[src/rtl/pdp8_pkg.sv]
// Shared PDP-8 I/O definitions: IOT microcode bits, device codes, teleprinter FSM states.
package pdp8_pkg;

    localparam int unsigned IOT_SKIP = 0;
    localparam int unsigned IOT_CLRF = 1;
    localparam int unsigned IOT_LOAD = 2;

    localparam logic [5:0] DEV_TTO = 6'o04;

    localparam int unsigned TIMER_W = 16;
    localparam int unsigned CHAR_W  = 8;
    localparam int unsigned BITCNT_W = 3;

    typedef enum logic [1:0] {
        IDLE,
        START,
        DATA,
        STOP
    } tto_state_t;

endpackage

[src/rtl/tto_bit_timer.sv]
// Serial bit-period timer: counts DIVISOR-1 down to 0, ticks at 0 and reloads.
module tto_bit_timer
    import pdp8_pkg::*;
#(
    parameter int unsigned DIVISOR = 174
) (
    input  logic CLK,
    input  logic RESET_N,
    input  logic restart,
    output logic tick
);

    localparam logic [TIMER_W-1:0] RELOAD = TIMER_W'(DIVISOR - 1);

    logic [TIMER_W-1:0] cnt;

    // tick is kept registered and always equals (cnt == 0)
    always_ff @(posedge CLK or negedge RESET_N) begin
        if (!RESET_N) begin
            cnt  <= '0;
            tick <= 1'b1;
        end else if (restart || tick) begin
            cnt  <= RELOAD;
            tick <= 1'b0;
        end else begin
            cnt  <= cnt - TIMER_W'(1);
            tick <= (cnt == TIMER_W'(1));
        end
    end

endmodule

[src/rtl/kl8_tto.sv]
// KL8 teleprinter output (device 04): AC character serialiser with one-deep hold
// register, printer flag, skip and interrupt.
module kl8_tto
    import pdp8_pkg::*;
#(
    parameter int unsigned DIVISOR   = 174,
    parameter int unsigned STOP_BITS = 2
) (
    input  logic        CLK,
    input  logic        RESET_N,
    input  logic        IOT,
    input  logic        SEL,
    input  logic [2:0]  OP,
    input  logic [11:0] AC,
    output logic        SKIP,
    output logic        IRQ,
    output logic        FLAG,
    output logic        BUSY,
    output logic        TXD
);

    tto_state_t          state, state_n;
    logic [CHAR_W-1:0]   shreg, shreg_n;
    logic [CHAR_W-1:0]   hold, hold_n;
    logic                hold_full, hold_full_n;
    logic [BITCNT_W-1:0] bitcnt, bitcnt_n;
    logic                flag_n, busy_n, txd_n;
    logic                restart, tick, frame_done;
    logic                dev, load, clr;
    logic                unused_ac;

    assign unused_ac = ^AC[11:8];

    assign dev  = IOT & SEL;
    assign load = dev & OP[IOT_LOAD];
    assign clr  = dev & OP[IOT_CLRF];

    assign SKIP = dev & OP[IOT_SKIP] & FLAG;
    assign IRQ  = FLAG;

    tto_bit_timer #(
        .DIVISOR (DIVISOR)
    ) u_timer (
        .CLK     (CLK),
        .RESET_N (RESET_N),
        .restart (restart),
        .tick    (tick)
    );

    // Next-state, shifter, hold and flag logic
    always_comb begin
        state_n     = state;
        shreg_n     = shreg;
        hold_n      = hold;
        hold_full_n = hold_full;
        bitcnt_n    = bitcnt;
        flag_n      = FLAG;
        restart     = 1'b0;
        frame_done  = 1'b0;

        if (clr) begin
            flag_n = 1'b0;
        end
        // Any load while a frame is in flight lands in (or overwrites) the hold register
        if (load && state != IDLE) begin
            hold_n      = AC[CHAR_W-1:0];
            hold_full_n = 1'b1;
        end

        case (state)
            IDLE: begin
                if (load) begin
                    state_n = START;
                    shreg_n = AC[CHAR_W-1:0];
                    restart = 1'b1;
                end
            end
            START: begin
                if (tick) begin
                    state_n  = DATA;
                    bitcnt_n = '0;
                end
            end
            DATA: begin
                if (tick) begin
                    shreg_n = {1'b0, shreg[CHAR_W-1:1]};
                    if (bitcnt == BITCNT_W'(CHAR_W - 1)) begin
                        state_n  = STOP;
                        bitcnt_n = '0;
                    end else begin
                        bitcnt_n = bitcnt + BITCNT_W'(1);
                    end
                end
            end
            STOP: begin
                if (tick) begin
                    if (bitcnt == BITCNT_W'(STOP_BITS - 1)) begin
                        frame_done = 1'b1;
                        if (hold_full) begin
                            state_n     = START;
                            shreg_n     = hold;
                            hold_full_n = load;
                        end else if (load) begin
                            state_n     = START;
                            shreg_n     = AC[CHAR_W-1:0];
                            hold_full_n = 1'b0;
                        end else begin
                            state_n = IDLE;
                        end
                    end else begin
                        bitcnt_n = bitcnt + BITCNT_W'(1);
                    end
                end
            end
            default: state_n = IDLE;
        endcase

        // Completion set wins over a same-cycle clear
        if (frame_done) begin
            flag_n = 1'b1;
        end

        case (state_n)
            START:   txd_n = 1'b0;
            DATA:    txd_n = shreg_n[0];
            default: txd_n = 1'b1;
        endcase

        busy_n = (state_n != IDLE) | hold_full_n;
    end

    always_ff @(posedge CLK or negedge RESET_N) begin
        if (!RESET_N) begin
            state     <= IDLE;
            shreg     <= '0;
            hold      <= '0;
            hold_full <= 1'b0;
            bitcnt    <= '0;
            FLAG      <= 1'b0;
            BUSY      <= 1'b0;
            TXD       <= 1'b1;
        end else begin
            state     <= state_n;
            shreg     <= shreg_n;
            hold      <= hold_n;
            hold_full <= hold_full_n;
            bitcnt    <= bitcnt_n;
            FLAG      <= flag_n;
            BUSY      <= busy_n;
            TXD       <= txd_n;
        end
    end

endmodule

[config.mk]
export PLATFORM = sky130hd
export DESIGN_NAME = kl8_tto
export DESIGN_NICKNAME = d
export VERILOG_FILES = /design/src/rtl/pdp8_pkg.sv /design/src/rtl/tto_bit_timer.sv /design/src/rtl/kl8_tto.sv
export SDC_FILE = /design/constraint.sdc
export NUM_CORES = 1
export LEC_CHECK = 0
export CAP_MARGIN = 20
export CORE_MARGIN = 4
export CORE_UTILIZATION = 35
export DETAILED_ROUTE_END_ITERATION = 8
export PLACE_DENSITY = 0.57
export SLEW_MARGIN = 20
export SYNTH_ARGS = -nofsm -noshare
export SYNTH_HDL_FRONTEND = slang
export SYNTH_HIERARCHICAL = 1
export SYNTH_SLANG_ARGS = --single-unit
[constraint.sdc]
create_clock -name CLK -period 2.2 [get_ports CLK]
set_clock_uncertainty 0.1 [all_clocks]
set_input_delay 0.44 -clock CLK [delete_from_list [all_inputs] [get_ports CLK]]
set_output_delay 0.44 -clock CLK [all_outputs]
set_load 0.02 [all_outputs]
==> metrics.yaml, run 1 <==
crit_fanout: 2
synth_seq_cells: 42
synth.distinct_cells: 60
grt_pass1_wl_um: 8604
row_count: 29
worst_setup_path_start_kind: "primary input"
die_area_um2: 7951
synth-xor-area-share_pct: 3.418
drc_errors: 0
synthArstFlopShare_pct: 100.0
io_buffers: 19
drt-wirelength-per-cell_um: 14.73
coreArea_um2: 6386
tightest_slew_ps: 543.4
synth_fa_ha_area_share_pct: 2.713
finalNonFillerCells: 345
syn_inst: 230
drtIter0Drc: 117
path_class: "in -> out"
p_seq_share_pct: 58.1
fin_tns_setup_ps: 0
reg2reg_from: "bitcnt[0]$_DFFE_PN0P_"
synthMuxAreaShare_pct: 4.775
seq_area_frac_synth_pct: 45.69
gp_congestion: 0.7834
cp_slowest_stage_delay_ps: 480
insertion_delay_ps: 290
cp.arrival_ps: 1430
fmax_mhz: 507.7
synth_fp_nets: 254
crit_slowest_cell: "clkdlybuf4s50_1"
yosys_warnings: 6
setup_viol: 0
multi_input_area_um2: 1135
overflow: 0
numCtsBuffers: 5
cts_tree: "done"
track_usage_pct: 13.84
switching_share_pct: 28.14
fill_cells: 618
status: "finished, final reports clean"
clkSlewWorstSetupHoldPaths_ps: 80
grt_pass1_vias: 1849
power_density_nw_per_um2: 594.8
start_util_pct: 36.11
p_leak_nw: 1.160
power_switching_mw: 0.4653
min_period_ps: 1970
fin_nets: 291
h-tree-depth: 2
intPower_mw: 1.188
cts-root-buf: "clkbuf_8"
diodes: 0
slew_violations: 0
p_clk_share_pct: 30.0
fin_util_pct: 43.53
placedCellCount: 337
synth_compound_area_share_pct: 17.63
antenna_found_initial: 0
rsz0062_at_grt: "false"
slew_headroom_pct: 63.77
maxCapViolations: 0
wirelength_um: 5083
syn_area_um2: 2306
required_ps: 1660
syn_avg_cell_area_um2: 10.03
worst_hold_slack_ps: 104.9
drive_gt1_share_pct: 16.04
ant_nets: 0
r2r_cells: 5
routed_via_density: 5.203
layout_commonest_cell: "dfrtp_1"
total_power_mw: 1.654
layout_common_cells: "dfrtp_1, buf_4, nor2_1"
r2r_slack_ps: 230
clockBufferDepth: 2
synth_top_family_by_area: "simple AND/OR/NAND/NOR gates"
hpwl_um: 3634
dr.pass1.iters: 4
yosys.area_share.simple_pct: 20.67
dr_total_vias: 1795
die_h_um: 89.17
grt_max_degree: 43
final-seq-area_um2: 1054
rr_endpoint: "BUSY$_DFF_PN0_"
finalCritPeriodShare_pct: 89.54
synth_edf_count: 0
syn2layout_area_growth_pct: 20.56
fp.dieW_um: 89.17
hold_path_class: "in -> async"
ir_drop_uv: 333.3
io_pins: 24
p_comb_share_pct: 11.9
synth_ff_type: "dfrtp_1"
critical_path.cell_chain: "clkdlybuf4s50_1 > and4_1 > dlygate4sd2_1"
hold_viol_final: 0
postCtsHoldBufs: 0
worstSetupEndpointType: "primary output"
clock_sinks: 42
[routing by layer]
layer  GRT usage (%)  wire length [um]  vias to the layer above
met3           3.410               135                        6
li1                -                 -                      915
met1           17.90              2372                      850
met2           23.04              2523                       24
met4           3.924                50                        0
met5               0                 0                        -
[power by group through the flow]
stage / Clock [mW] / Combinational, mW / Sequential (mW)
final: 0.496 / 0.197 / 0.961
after global routing: 0.558 / 0.229 / 0.982
after CTS: 0.526 / 0.202 / 0.961
after detailed placement: 0 / 0.199 / 0.976
after global placement: 0 / 0.194 / 0.973
after floorplan: 0 / 0.122 / 0.956
[how the worst max path moves through the flow]
stage | startpoint | to | slack [ps] | cells after the start
floorplan | bitcnt[1]$_DFFE_PN0P_ | BUSY$_DFF_PN0_ | 180 | 7
global placement | IOT | BUSY$_DFF_PN0_ | -30 | 6
detailed placement | IOT | SKIP | -50 | 3
CTS | IOT | SKIP | 220 | 3
global route | bitcnt[1]$_DFFE_PN0P_ | BUSY$_DFF_PN0_ | 150 | 7
finish | IOT | SKIP | 230 | 3
[stage by stage]
stage                     cell area (um2)  setup slack, ps
after detailed placement             2695           -46.90
after global routing                 2780            145.7
after global placement               2695           -29.38
final                                2780            230.2
after floorplan                      2306            180.5
after CTS                            2780            220.1
[final cells by class]
type,count,area share [%]
repair buffers,41,12.56
well taps,77,3.465
clock buffers,6,2.610
multi-input cells,161,40.82
inverters,16,2.160
flip-flops and latches,42,37.89
clock inverters,2,0.4950
[cell families after synthesis]
group	Yosys count
buffers and inverters	27
muxes	10
and+or+nand+nor	81
adders and majority gates	5
xor gates and xnor gates	9
DFF	42
AOI/OAI and AO/OA	56
[critical path, delay by kind of cell]
| kind | cells | cell delay [ps] |
|---|---|---|
| AND/OR/NAND/NOR | 1 | 180 |
| buffers and inverters | 2 | 810 |
[cell usage after synthesis, types with 4 or more instances]
library cell | instances | area, um2
nand2b_1 | 4 | 25.02
buf_2 | 4 | 20.02
a21oi_1 | 5 | 25.02
a31oi_1 | 6 | 37.54
o21ai_0 | 7 | 35.03
nand2_1 | 12 | 45.04
nand4b_1 | 5 | 43.79
xor2_1 | 7 | 61.31
inv_1 | 15 | 56.30
a32o_1 | 5 | 50.05
nor3_1 | 4 | 20.02
nor2_1 | 20 | 75.07
dfrtp_1 | 40 | 1001
ha_1 | 5 | 62.56
o21ai_1 | 7 | 35.03
mux2_1 | 7 | 78.83
nand3_1 | 11 | 55.05
[state kept, by name (all words and copies together), names as in the netlist]
register      count
state             2
shreg             8
hold_full         1
bitcnt            3
u_timer/cnt      16
FLAG              1
hold              8
TXD               1
BUSY              1
u_timer/tick      1
[timing repair]
action                                  4_1_cts  5_1_grt
buffers inserted                              0        0
endpoints found under the setup margin        1        0
resized for setup                             1        0
Power figures use the tool's default switching activity.
==> run 2: changes to the inputs <==
Settings changed: SLEW_MARGIN 20 to 10.
==> results of run 2 <==
Final layout, timing and power as in run 1 (identical DEF).
